`config.mk`:
```
export PLATFORM = sky130hd
export DESIGN_NAME = pulse_sched_mc
export DESIGN_NICKNAME = d
export VERILOG_FILES = /design/src/rtl/pulse_sched_mc.sv
export SDC_FILE = /design/constraint.sdc
export NUM_CORES = 1
export LEC_CHECK = 0
export ABC_AREA = 0
export BUFFER_PORTS_ARGS = -buffer_cell sky130_fd_sc_hd__buf_2
export CORE_ASPECT_RATIO = 2
export CORE_MARGIN = 2
export CORE_UTILIZATION = 40
export CTS_CLUSTER_DIAMETER = 120
export CTS_CLUSTER_SIZE = 20
export DETAILED_ROUTE_END_ITERATION = 16
export HOLD_SLACK_MARGIN = 0.02
export PLACE_DENSITY_LB_ADDON = 0.08
export SETUP_SLACK_MARGIN = 0.05
export SLEW_MARGIN = 30
export SYNTH_ARGS = -nofsm -noshare
export SYNTH_HDL_FRONTEND = slang
export SYNTH_SLANG_ARGS = --single-unit
```
`constraint.sdc`:
```
create_clock -name clk -period 8.2 [get_ports clk]
set_clock_uncertainty 0.1 [all_clocks]
set_input_delay 1.23 -clock clk [delete_from_list [all_inputs] [get_ports clk]]
set_output_delay 1.23 -clock clk [all_outputs]
set_load 0.03 [all_outputs]
```
`src/rtl/pulse_sched_mc.sv`:
```
`default_nettype none
// +--------------------------------------------------------------------------+
// | Module   : pulse_sched_mc                                                |
// | Purpose  : Multi-channel timed pulse scheduler. Timestamped instructions |
// |            are queued in order and fire a one-cycle channel strobe when  |
// |            the free-running time counter reaches their timestamp.        |
// | Options  : PULSE_SCHED_LATE_DROP_EN - drop late instructions silently.   |
// | Revision : 1.0 - initial release                                         |
// +--------------------------------------------------------------------------+
module pulse_sched_mc #(
    parameter int INST_W = 32,
    parameter int TS_W   = 20,
    parameter int NUM_CH = 4,
    parameter int DEPTH  = 16,
    localparam int PL_W  = INST_W - TS_W - 4,
    localparam int LVL_W = $clog2(DEPTH + 1)
) (
    input  logic              clk,
    input  logic              rst,
    input  logic [INST_W-1:0] in_inst,
    input  logic              in_valid,
    output logic              in_ready,
    input  logic              run,
    input  logic              time_clr,
    input  logic              err_clr,
    output logic [TS_W-1:0]   time_o,
    output logic [NUM_CH-1:0] pulse_o,
    output logic [PL_W-1:0]   pulse_payload_o,
    output logic              pulse_late_o,
    output logic [LVL_W-1:0]  fifo_level_o,
    output logic [15:0]       late_cnt_o,
    output logic              err_ch_o
);

    localparam int PTR_W = $clog2(DEPTH);

    logic [INST_W-1:0] r_mem [DEPTH];
    logic [PTR_W-1:0]  r_wr_ptr;
    logic [PTR_W-1:0]  r_rd_ptr;
    logic [LVL_W-1:0]  r_level;
    logic [TS_W-1:0]   r_time;
    logic [NUM_CH-1:0] r_pulse;
    logic [PL_W-1:0]   r_payload;
    logic [15:0]       r_late_cnt;
    logic              r_err_ch;

    logic              w_full;
    logic              w_empty;
    logic              w_push;
    logic              w_pop;
    logic [INST_W-1:0] w_head;
    logic [TS_W-1:0]   w_head_ts;
    logic [3:0]        w_head_ch;
    logic [PL_W-1:0]   w_head_pl;
    logic [TS_W-1:0]   w_diff;
    logic              w_due;
    logic              w_late;
    logic              w_ch_ok;
    logic              w_fire;
    logic              w_late_evt;
    logic [NUM_CH-1:0] w_onehot;

    assign w_full  = (r_level == LVL_W'(DEPTH));
    assign w_empty = (r_level == '0);
    assign w_push  = in_valid && !w_full;

    assign w_head    = r_mem[r_rd_ptr];
    assign w_head_ts = w_head[TS_W-1:0];
    assign w_head_ch = w_head[TS_W+3:TS_W];
    assign w_head_pl = w_head[INST_W-1:TS_W+4];

    // Modular difference: MSB set means the timestamp is behind the counter.
    assign w_diff  = w_head_ts - r_time;
    assign w_due   = (w_diff == '0);
    assign w_late  = w_diff[TS_W-1];
    assign w_pop   = run && !w_empty && (w_due || w_late);
    assign w_ch_ok = ({1'b0, w_head_ch} < 5'(NUM_CH));

`ifdef PULSE_SCHED_LATE_DROP_EN
    assign w_fire = w_pop && w_ch_ok && !w_late;
`else
    assign w_fire = w_pop && w_ch_ok;
`endif
    assign w_late_evt = w_pop && w_ch_ok && w_late;

    always_comb begin
        w_onehot = '0;
        for (int i = 0; i < NUM_CH; i++) begin
            w_onehot[i] = (w_head_ch == 4'(i));
        end
    end

    always_ff @(posedge clk) begin
        if (w_push) begin
            r_mem[r_wr_ptr] <= in_inst;
        end
    end

    always_ff @(posedge clk) begin
        if (rst) begin
            r_wr_ptr <= '0;
            r_rd_ptr <= '0;
            r_level  <= '0;
        end else begin
            if (w_push) r_wr_ptr <= r_wr_ptr + 1'b1;
            if (w_pop)  r_rd_ptr <= r_rd_ptr + 1'b1;
            case ({w_push, w_pop})
                2'b10:   r_level <= r_level + 1'b1;
                2'b01:   r_level <= r_level - 1'b1;
                default: r_level <= r_level;
            endcase
        end
    end

    always_ff @(posedge clk) begin
        if (rst) begin
            r_time <= '0;
        end else if (time_clr) begin
            r_time <= '0;
        end else if (run) begin
            r_time <= r_time + 1'b1;
        end
    end

    always_ff @(posedge clk) begin
        if (rst) begin
            r_pulse   <= '0;
            r_payload <= '0;
        end else begin
            r_pulse   <= w_fire ? w_onehot : '0;
            r_payload <= w_fire ? w_head_pl : '0;
        end
    end

    // A late event or bad-channel pop in the same cycle takes precedence over err_clr.
    always_ff @(posedge clk) begin
        if (rst) begin
            r_late_cnt <= '0;
            r_err_ch   <= 1'b0;
        end else begin
            if (w_late_evt) begin
                if (r_late_cnt != 16'hFFFF) r_late_cnt <= r_late_cnt + 16'd1;
            end else if (err_clr) begin
                r_late_cnt <= '0;
            end

            if (w_pop && !w_ch_ok) begin
                r_err_ch <= 1'b1;
            end else if (err_clr) begin
                r_err_ch <= 1'b0;
            end
        end
    end

`ifdef PULSE_SCHED_LATE_DROP_EN
    assign pulse_late_o = 1'b0;
`else
    logic r_late;

    always_ff @(posedge clk) begin
        if (rst) begin
            r_late <= 1'b0;
        end else begin
            r_late <= w_fire && w_late;
        end
    end

    assign pulse_late_o = r_late;
`endif

    assign in_ready        = !w_full;
    assign time_o          = r_time;
    assign pulse_o         = r_pulse;
    assign pulse_payload_o = r_payload;
    assign fifo_level_o    = r_level;
    assign late_cnt_o      = r_late_cnt;
    assign err_ch_o        = r_err_ch;

endmodule
`default_nettype wire

```
---- Word level (Yosys, flattened, before mapping) ----
Memories as Yosys holds them, arrays and structs flattened. A register that Yosys moved wholly into a read port is not among the register bits.
Cells that the tools add are included.
operators by class
  add/subtract/negate cells ............... 7
  order comparisons ....................... 1
  equal/unequal tests ..................... 8
  muxes and demuxes ....................... 10
  bitwise gates (word level) .............. 1
  reduce and logical (&&, ||, !) cells .... 19
operators by type and width
  operator                                                    number
  2-to-1 mux 16 bit                                           3
  adder 20 x 1 -> 20 bit, second input constant               1
  logical NOT 20 bit                                          1
  subtractor 20 bit                                           1
  adder 16 x 1 -> 16 bit, second input constant               1
  inequality test 16 bit, second input constant               1
  one-hot mux 5 bit (2 select lines)                          1
  adder 4 x 1 -> 4 bit, second input constant                 2
  == test 4 x 2 -> 1 bit, second input constant               2
  2-to-1 mux 4 bit                                            2
  logical AND 1 bit                                           6
  nonzero test 2 bit                                          3
  adder 5 x 1 -> 5 bit, second input constant                 1
  == test 5 bit, second input constant                        1
  logical NOT 5 bit                                           1
  subtractor 5 x 1 -> 5 bit, second input constant            1
  == test 4 x 1 -> 1 bit, second input constant               1
  logical NOT 4 bit                                           1
  less-than comparator 4 x 3 -> 1 bit, second input constant  1
  2-to-1 mux 1 bit                                            4
  OR reduction 2 bit                                          2
  logical NOT 1 bit                                           3
  == test 2 x 1 -> 1 bit, second input constant               1
  == test 2 bit, second input constant                        1
  other kinds (4)                                             4
storage, ports and cells
  flip-flop bits (word level) ............. 63
  bits in writable memories ............... 512
  output and inout bits ................... 56
  word-level logic and storage cells ...... 56
  memories kept ........................... 1
memories
  memory  depth  bits a word  rd ports  clocked after Yosys merged registers in  wr ports  line  RTL
  r_mem   16     32           1         1                                        1         37    logic [INST_W-1:0] r_mem [DEPTH];

---- Logic depth before layout (Yosys ltp) ----
Gate-level depths: netlist (run 1).
  depth in word-level cells ............... 8
  gate-level depth with buffers ........... 27

---- Worst setup path before layout (run 1) ----
No wires, ideal clock.
  kind .................................... register to register
  start point ............................. reg with a tool-made name
  end point ............................... reg r_level[4] (netlist: fifo_level_o[4])
  setup time .............................. 0.123 ns
  arrival time ............................ 6.944 ns
  required time ........................... 7.977 ns
  slack ................................... 1.033 ns
  cell stages (with the launch flop) ...... 26
  buffers on the path ..................... 6
  period minus slack after synthesis ...... 7.167 ns
  path through ............................ dfxtp_1 -> buf_2 -> buf_1 -> clkbuf_1 -> buf_1 -> mux4_2 -> mux4_2 -> ha_1 -> and2_4 -> a311oi_4 -> a21oi_2 -> or4_4 -> a2111oi_2 -> nand4_1 -> o31a_1 -> buf_6 -> nor2_4 -> ha_1 -> clkbuf_1 -> xor2_1 -> ha_1 -> nand2_1 -> a221oi_1 -> a211oi_1 -> nand4_1 -> mux2_1
RTL lines
  element                 line  RTL
  end signal: assignment  108   2'b10: r_level <= r_level + 1'b1;
  end signal: assignment  109   2'b01: r_level <= r_level - 1'b1;
  end signal: assignment  110   default: r_level <= r_level;
  end: declaration        40    logic [LVL_W-1:0] r_level;

==> key figures, run 1 <==
Synth
  – Post-synth EDFFs: 512
  – Most common cell in the netlist: edfxtp_1
  – Area share of the largest cell type after synthesis: about 66%
  – Count of state elements after synthesis: just under 600
  – Most frequent cells after synthesis: 512 x edfxtp_1, 150 x mux4_2, 78 x nor2_1, 67 x dfxtp_1, 51 x nand2_1
  – Gate Count Post-Synth: between 1000 and 1500
  – Syn_area_per_cell: 18.35 µm²
  – Synthesized area: around 0.023 mm²
  – Mapped Nets: between 1000 and 1500
  – Main area contributors after synthesis: edfxtp_1 66%, mux4_2 14%, dfxtp_1 5.7%, ha_1 1.6%, nor2_1 1.3%
  – Async SR Flop Fraction: 0%
  – Seq/Total Area, Yosys: a little under three quarters
  – Synth warn: 0
  – Largest area contributor in the netlist: edfxtp_1
  – Distinct cells, synth: 64
  – Most used DFF post-synth: edfxtp_1

Drt
  – DR vias: between 10000 and 15000
  – DR pass1 iterations: 5
  – Vias/cell: ~5.5
  – DRC viols: 0
  – Routed wire length: about 56 mm
  – 1st-iter DRT viols: 910
  – Post-route ant nets: 0
  – Drt wl/cell: ~26 µm

Final layout
  – Layout cells sized above 1: about a quarter
  – Layout area overhead: 10.82%
  – Finished Cell Area: 0.02585 mm²
  – Final core occ: approximately 45%
  – Nets: roughly 1400

Global route
  – Initial antenna violation count: 3
  – Global Route Usage Sum: a little under a fifth
  – Largest net degree at the start of global routing: 50
  – First-pass GRT wire length: roughly 83 mm
  – Vias in the first global route: ~12000
  – Grt ovf: 0

Setup path
  – CP bufs+invs: 1
  – Critical path cell sequence: buf_12 > mux4_2 > mux4_2 > ha_1 > and2_4 > a311oi_4 > a21oi_2 > or4_4 > a2111oi_2 > nand4_1 > o31a_1 > nor2_4 > ha_1 > xor2_1 > ha_1 > nand2_1 > a221oi_1 > a211oi_1 > nand4_1 > mux2_1
  – Critical path fanouts, max: 38
  – Reg2reg end: fifo_level_o[4]$_SDFFE_PP0P_
  – Cell mode on critical path: ha_1
  – Worst EP required: about 8600 ps
  – Reg2reg setup slack: ~1300 ps
  – Worst R2R Path Depth: 20
  – Critical path capture point type: flop
  – Slowest CP cell: dfxtp_4
  – Setup CP Type: reg -> reg
  – Crit path DAT: between 7000 and 8000 ps
  – Worst path max stage delay: 880 ps
  – CP Launch Type: flop
  – Top cell family by delay on the critical path: compound AO/OA/AOI/OAI gates

Die
  – Die height: approximately 350 µm
  – Initial core utilization: 40.31%
  – Die area: around 0.060 mm²
  – I/O pins: 94
  – Core area: 0.05787 mm²
  – Cell Rows: approximately 130
  – Die Span X: 174.8 µm

Clocking
  – Max clock buf depth: 3
  – Hold_buf cts: 0
  – # H-tree levels: 2
  – Post-CTS Resized: 0
  – Post-CTS Repair Setup Buffers: 0
  – Clock sink total: a little under 600
  – Clk slew on worst S/H paths: 100 ps
  – Num CTS Buffers: 34
  – Root buf cell: clkbuf_16
  – CTS tree: done
  – Clk Latency, worst-skew pair: 570 ps

Timing
  – Setup ws final: 1279 ps
  – Worst-Margin Slew: about 920 ps
  – Finish-stage setup viols: 0
  – Setup TNS Final: 0 ps
  – Unrepaired setup endpoints after global routing: false
  – Max-slew violation count: 0
  – Slew headroom: between 30% and 40%
  – Tcrit/Tclk final: about 84%
  – Fmax: 0.1445 GHz
  – Final hold vios: 0
  – Min cycle time layout: 6921 ps

Power
  – Total Power: ~6300 µW
  – Leak: approximately 0.0080 µW
  – PwrDens: between 200 and 250 mW/mm²
  – Max rail drop VDD: ~130 µV

Place
  – Port Buffers: 93
  – Placement Setup Slack: between 1000 and 1500 ps
  – Post-DP HPWL: 31.91 mm
  – GPL Wtd Cong: 0.8284
  – Placed Area: approximately 0.025 mm²

Min path
  – Worst hold start: err_ch_o$_SDFFE_PP0P_
  – Hold Path Class: reg -> reg
  – WHS Endpoint: err_ch_o$_SDFFE_PP0P_
  – Hold depth: 2

Run status
  – Status: finished, final reports clean

Run
  – MaxCap Viol Count: 0
## report_power, final
part | internal, µW | total [µW] | switching [µW]
clock network | 795 | 1750 | 958
registers | 3250 | 3340 | 84.1
logic | 573 | 1190 | 616
## flip-flops by register name (all words and copies together), names as in the netlist, named ones only
name and flops:
time_o 20, r_mem 512, fifo_level_o 5, pulse_o 4, r_rd_ptr 4, pulse_payload_o 8, r_wr_ptr 4, err_ch_o 1
pulse_late_o 1, late_cnt_o 16
## cell type report
type                       instances  area [µm²]
sequential                       579       16730
inverter                          30       112.6
tap                              762       953.4
timing repair buffer             123       715.7
clock buffer                      57       937.1
multi-input combinational        601        6370
clock inverter                     3       33.78
antenna                            1       2.502
fill                            5103       32010
## metrics by stage
| step | instances | hold WS (ps) |
|---|---|---|
| 2_1_floorplan | 1271 | 403.6 |
| 3_3_place_gp | 2094 | 354.7 |
| 3_5_place_dp | 2095 | 353.9 |
| 4_1_cts | 2155 | 366.8 |
| 5_1_grt | 2156 | 393.2 |
| 6_report | 2156 | 363.0 |
## worst max-delay path by stage
stage | startpoint | end | slack, ps | cells after the start
after floorplan | flop | fifo_level_o[4]$_SDFFE_PP0P_ | 1030 | 25
after global placement | flop | fifo_level_o[4]$_SDFFE_PP0P_ | 1260 | 19
after detailed placement | flop | fifo_level_o[4]$_SDFFE_PP0P_ | 1190 | 20
after CTS | flop | fifo_level_o[4]$_SDFFE_PP0P_ | 1150 | 20
after global routing | flop | fifo_level_o[4]$_SDFFE_PP0P_ | 820 | 20
final | flop | fifo_level_o[4]$_SDFFE_PP0P_ | 1280 | 20
## kinds of logic (layout without fill, tap and decap cells)
family,after synthesis,count (layout),synth area share (%)
AND/OR/NAND/NOR,249,249,5.251
XOR/XNOR,39,39,1.464
other,0,1,0
buffers and inverters,91,213,1.512
multiplexers,160,160,14.92
AO/OA/AOI/OAI,123,123,3.556
adder cells (fa/ha/maj),30,30,1.641
flip-flops,579,579,71.65
## routing by layer
metal	vias up	global-route usage [%]	wire, µm
met3	65	1.990	1753
met2	216	34.59	30560
met5	-	0	11
li1	5274	-	-
met1	6275	23.49	22760
met4	2	4.932	1158
## placed cells by master, fill, tap and decap left out, types with 3 or more instances in the layout
| cell | Yosys | routed |
|---|---|---|
| xor2_1 | 8 | 8 |
| a211oi_1 | 7 | 7 |
| and4_1 | 3 | 3 |
| o2111ai_1 | 5 | 5 |
| mux2i_1 | 8 | 8 |
| a21oi_1 | 45 | 45 |
| mux4_2 | 150 | 150 |
| o31a_1 | 3 | 3 |
| nor3_1 | 25 | 21 |
| nand4_1 | 10 | 10 |
| o21a_1 | 3 | 3 |
| dfxtp_1 | 67 | 63 |
| or2_2 | 4 | 4 |
| o21bai_1 | 3 | 3 |
| nand3_1 | 21 | 21 |
| inv_1 | 30 | 30 |
| and2_1 | 4 | 4 |
| ha_1 | 29 | 29 |
| o211ai_1 | 6 | 6 |
| nor3_2 | 0 | 4 |
| a21o_1 | 5 | 5 |
| buf_2 | 3 | 93 |
| buf_4 | 0 | 28 |
| nand2_1 | 51 | 51 |
| nor2_1 | 78 | 66 |
| nand2b_1 | 3 | 3 |
| a31oi_1 | 3 | 3 |
| clkbuf_16 | 0 | 34 |
| and3_1 | 11 | 11 |
| dfxtp_4 | 0 | 3 |
| clkbuf_1 | 44 | 23 |
| o21ai_0 | 22 | 22 |
| or3_1 | 7 | 7 |
| nor4_1 | 3 | 3 |
| xnor2_1 | 31 | 31 |
| nor2b_1 | 14 | 14 |
| edfxtp_1 | 512 | 512 |
| nor3b_1 | 4 | 4 |
| nor2_4 | 1 | 13 |
## worst min-delay path: cells and delay by family (launching register included)
family	cells	cell delay [ps]
compound gates	1	50
flops	1	320
simple gates	1	50
(Power assumes the default switching activity.)
==> run 2, diff against run 1 <==
Clock period 8.2 ns to 5.56 ns, I/O delays scaled along.
==> run 2 against run 1 <==
  * Non-clock buffer count rose by 76
  * Worst setup slack got worse by 1100 ps
  * Sequential share of layout area fell by 2.3 points
  * Power rose by 55%
  * Final area rose by 3.7%
  * Critical path depth did not move
  * Hold slack improved by 15 ps
  * Count of clock-buffer cells in the layout rose by 1
  * Via count rose by 2.9%
  * First-iteration DRC count fell by 5.7%
  * Critical path type unchanged
  * Highest routed layer is now met4
==> key figures, run 2 (synthesized netlist as in run 1, its figures left out) <==
Run status
  – Status: finished, final reports clean (unchanged)

Global route
  – Initial antenna violation count: 0 (was 3)
  – Vias in the first global route: 12738 (was 12347)
  – Global Route Usage Sum: 19.43% (was 18.82%)
  – Grt ovf: 0 (unchanged)
  – First-pass GRT wire length: 84.84 mm (was 83.14 mm)
  – Largest net degree at the start of global routing: 43 (was 50)

Clocking
  – Clk Latency, worst-skew pair: 570 ps (about the same)
  – Max clock buf depth: 3 (unchanged)
  – Clock sink total: 579 (unchanged)
  – CTS tree: done (unchanged)
  – Num CTS Buffers: 34 (unchanged)
  – Root buf cell: clkbuf_16 (unchanged)
  – Clk slew on worst S/H paths: 90 ps (was 100 ps)
  – Hold_buf cts: 0 (unchanged)
  – # H-tree levels: 2 (unchanged)

Power
  – Max rail drop VDD: 229.8 µV (was 129.7 µV)
  – PwrDens: 362.7 mW/mm² (was 242.9 mW/mm²)
  – Logic pwr share: 23.6% (was 18.9%)
  – Seq pwr share: 49.9% (was 53.1%)
  – P_sw: 2567 µW (was 1658 µW)
  – Leak: 0.008480 µW (was 0.008024 µW)
  – Sw Share: 26.40% (was 26.41%)
  – Total Power: 9722 µW (was 6280 µW)
  – Int Power: 7155 µW (was 4621 µW)
  – Clock network power share: 26.5% (was 27.9%)

Place
  – Placed Area: 0.02554 mm² (was 0.02488 mm²)
  – Post-DP HPWL: 35.06 mm (was 31.91 mm)
  – Port Buffers: 93 (unchanged)
  – GPL Wtd Cong: 0.8448 (was 0.8284)
  – Placement Setup Slack: -3.083 ps (was 1188 ps)

Drt
  – DR vias: 12175 (was 11832)
  – DR pass1 iterations: 5 (unchanged)
  – Metal-1 WL: 23.05 mm (was 22.76 mm)
  – Met2 WL: 32.19 mm (was 30.56 mm)
  – 1st-iter DRT viols: 858 (was 910)
  – DRC viols: 0 (unchanged)
  – Drt wl/cell: 26.22 µm (was 26.09 µm)
  – Vias/cell: 5.455 (was 5.488)
  – Met3 WL: 1.577 mm (was 1.753 mm)
  – Post-route ant nets: 0 (unchanged)
  – Max Used Layer: met4 (was met5)
  – Routed wire length: 58.51 mm (was 56.24 mm)

Final layout
  – Nets: 1513 (was 1437)
  – Most common cell after layout, fill and taps aside: edfxtp_1 (unchanged)
  – Layout cells sized above 1: 30.41% (was 24.84%)
  – Layout area overhead: 14.92% (was 10.82%)
  – Area of the multi-input gates: 0.006555 mm² (was 0.006370 mm²)
  – Finished Cell Area: 0.02681 mm² (was 0.02585 mm²)
  – Max FFs per register: 512 (unchanged)
  – Fill cells: 5067 (was 5103)
  – Final core occ: 46.33% (was 44.68%)
  – Diode count: 0 (was 1)
  – Reg area: 0.01673 mm² (unchanged)
  – Most flops, register: r_mem (unchanged)
  – Most frequent cells in the layout: 512 x edfxtp_1, 150 x mux4_2, 93 x buf_2, 89 x buf_4, 66 x nor2_1 (was 512 x edfxtp_1, 150 x mux4_2, 93 x buf_2, 66 x nor2_1, 63 x dfxtp_1)

Setup path
  – Crit path DAT: 5700 ps (was 7270 ps)
  – Critical path capture point type: flop (unchanged)
  – Worst path max stage delay: 520 ps (was 880 ps)
  – Critical path cell sequence: buf_12 > clkbuf_16 > mux4_2 > mux4_2 > ha_2 > a311oi_4 > a21oi_2 > or4_4 > a2111oi_4 > nand4_1 > o31a_1 > nor2_4 > ha_4 > xor2_1 > ha_2 > nand2_1 > a221oi_2 > a211oi_1 > nand4_1 > mux2_4 (was buf_12 > mux4_2 > mux4_2 > ha_1 > and2_4 > a311oi_4 > a21oi_2 > or4_4 > a2111oi_2 > nand4_1 > o31a_1 > nor2_4 > ha_1 > xor2_1 > ha_1 > nand2_1 > a221oi_1 > a211oi_1 > nand4_1 > mux2_1)
  – Setup CP Type: reg -> reg (unchanged)
  – Worst EP required: 5920 ps (was 8550 ps)
  – CP bufs+invs: 2 (was 1)
  – CP Launch Type: flop (unchanged)
  – Slowest CP cell: mux4_2 (was dfxtp_4)
  – Top cell family by delay on the critical path: compound AO/OA/AOI/OAI gates (unchanged)
  – Critical path fanouts, max: 5 (was 38)

Timing
  – Min cycle time layout: 5344 ps (was 6921 ps)
  – Setup ws final: 216.1 ps (was 1279 ps)
  – Slew headroom: 44.60% (was 38.89%)
  – Unrepaired setup endpoints after global routing: true (was false)
  – Final hold vios: 0 (unchanged)
  – Fmax: 0.1871 GHz (was 0.1445 GHz)
  – Finish-stage setup viols: 0 (unchanged)
  – Worst-Margin Slew: 831.0 ps (was 916.7 ps)
  – Tcrit/Tclk final: 96.11% (was 84.40%)
  – Hold Slack: 377.6 ps (was 363.0 ps)
  – Max-slew violation count: 0 (unchanged)

Die
  – Cell Rows: 125 (unchanged)
  – Die area: 0.06039 mm² (unchanged)
  – Die Span X: 174.8 µm (unchanged)
  – Initial core utilization: 40.31% (unchanged)
  – Die height: 345.5 µm (unchanged)
  – Core area: 0.05787 mm² (unchanged)
  – I/O pins: 94 (unchanged)

Run
  – MaxCap Viol Count: 0 (unchanged)

Min path
  – Hold Path Class: reg -> reg (unchanged)
-- run 2: cell types whose count changed in the layout (fill, tap and decap cells not counted), sizes merged --
cell    delta
clkbuf     +3
diode      -1
buf       +74
-- run 2: final cells by class --
class / instances / share of cell area (%)
Clock buffer: 58 / 3.510
Timing Repair Buffer: 199 / 5.535
Clock inverter: 3 / 0.1260
Inverter: 30 / 0.4201
Multi-Input combinational cell: 601 / 24.45
Tap cell: 762 / 3.556
Sequential cell: 579 / 62.40
-- run 2: path summary, 6_finish.rpt --
kind,cells past startpoint,slack [ps],end,from
max,20,220,fifo_level_o[4]$_SDFFE_PP0P_,flop
min,2,380,err_ch_o$_SDFFE_PP0P_,err_ch_o$_SDFFE_PP0P_
max reg2reg,20,220,fifo_level_o[4]$_SDFFE_PP0P_,flop
min reg2reg,2,380,err_ch_o$_SDFFE_PP0P_,err_ch_o$_SDFFE_PP0P_
-- run 2: timing repair --
| item | 4_1_cts | 5_1_grt |
|---|---|---|
| pin swaps | 2 | 15 |
| setup buffers | 8 | 4 |
| resized for setup | 8 | 16 |
| endpoints found under the hold margin | 0 | 0 |
| gates cloned | 1 | 2 |
| endpoints found under the setup margin | 2 | 3 |
-- run 2: stage by stage --
step | TNS, ps | cells
finish | 0 | 2232
global route | -77.64 | 2232
CTS | 0 | 2226
detailed placement | -3.083 | 2156
global placement | 0 | 2154
floorplan | -147.0 | 1271
-- run 2: worst reg2reg max path, cell delays in order, from the launching register on --
cell and delay [ps]:
dfxtp_4 380, buf_12 140, clkbuf_16 160, mux4_2 470, mux4_2 520, ha_2 340, a311oi_4 350, a21oi_2 130
or4_4 440, a2111oi_4 300, nand4_1 150, o31a_1 340, nor2_4 140, ha_4 160, xor2_1 150, ha_2 210
nand2_1 70, a221oi_2 210, a211oi_1 70, nand4_1 90, mux2_4 300
-- run 2: per-layer routing --
metal	up-vias	track usage, %
met2	228	36.57
met4	0	6.037
met1	6455	23.05
met5	-	0
met3	72	2.012
li1	5420	-
-- run 2: power groups by stage --
stage / Sequential [µW] / Combinational, µW / Clock [µW]
after floorplan: 4960 / 1530 / 0
after global placement: 4960 / 2140 / 0
after detailed placement: 4960 / 2150 / 0
after CTS: 4850 / 2260 / 2680
after global routing: 4860 / 2480 / 2800
final: 4850 / 2300 / 2570
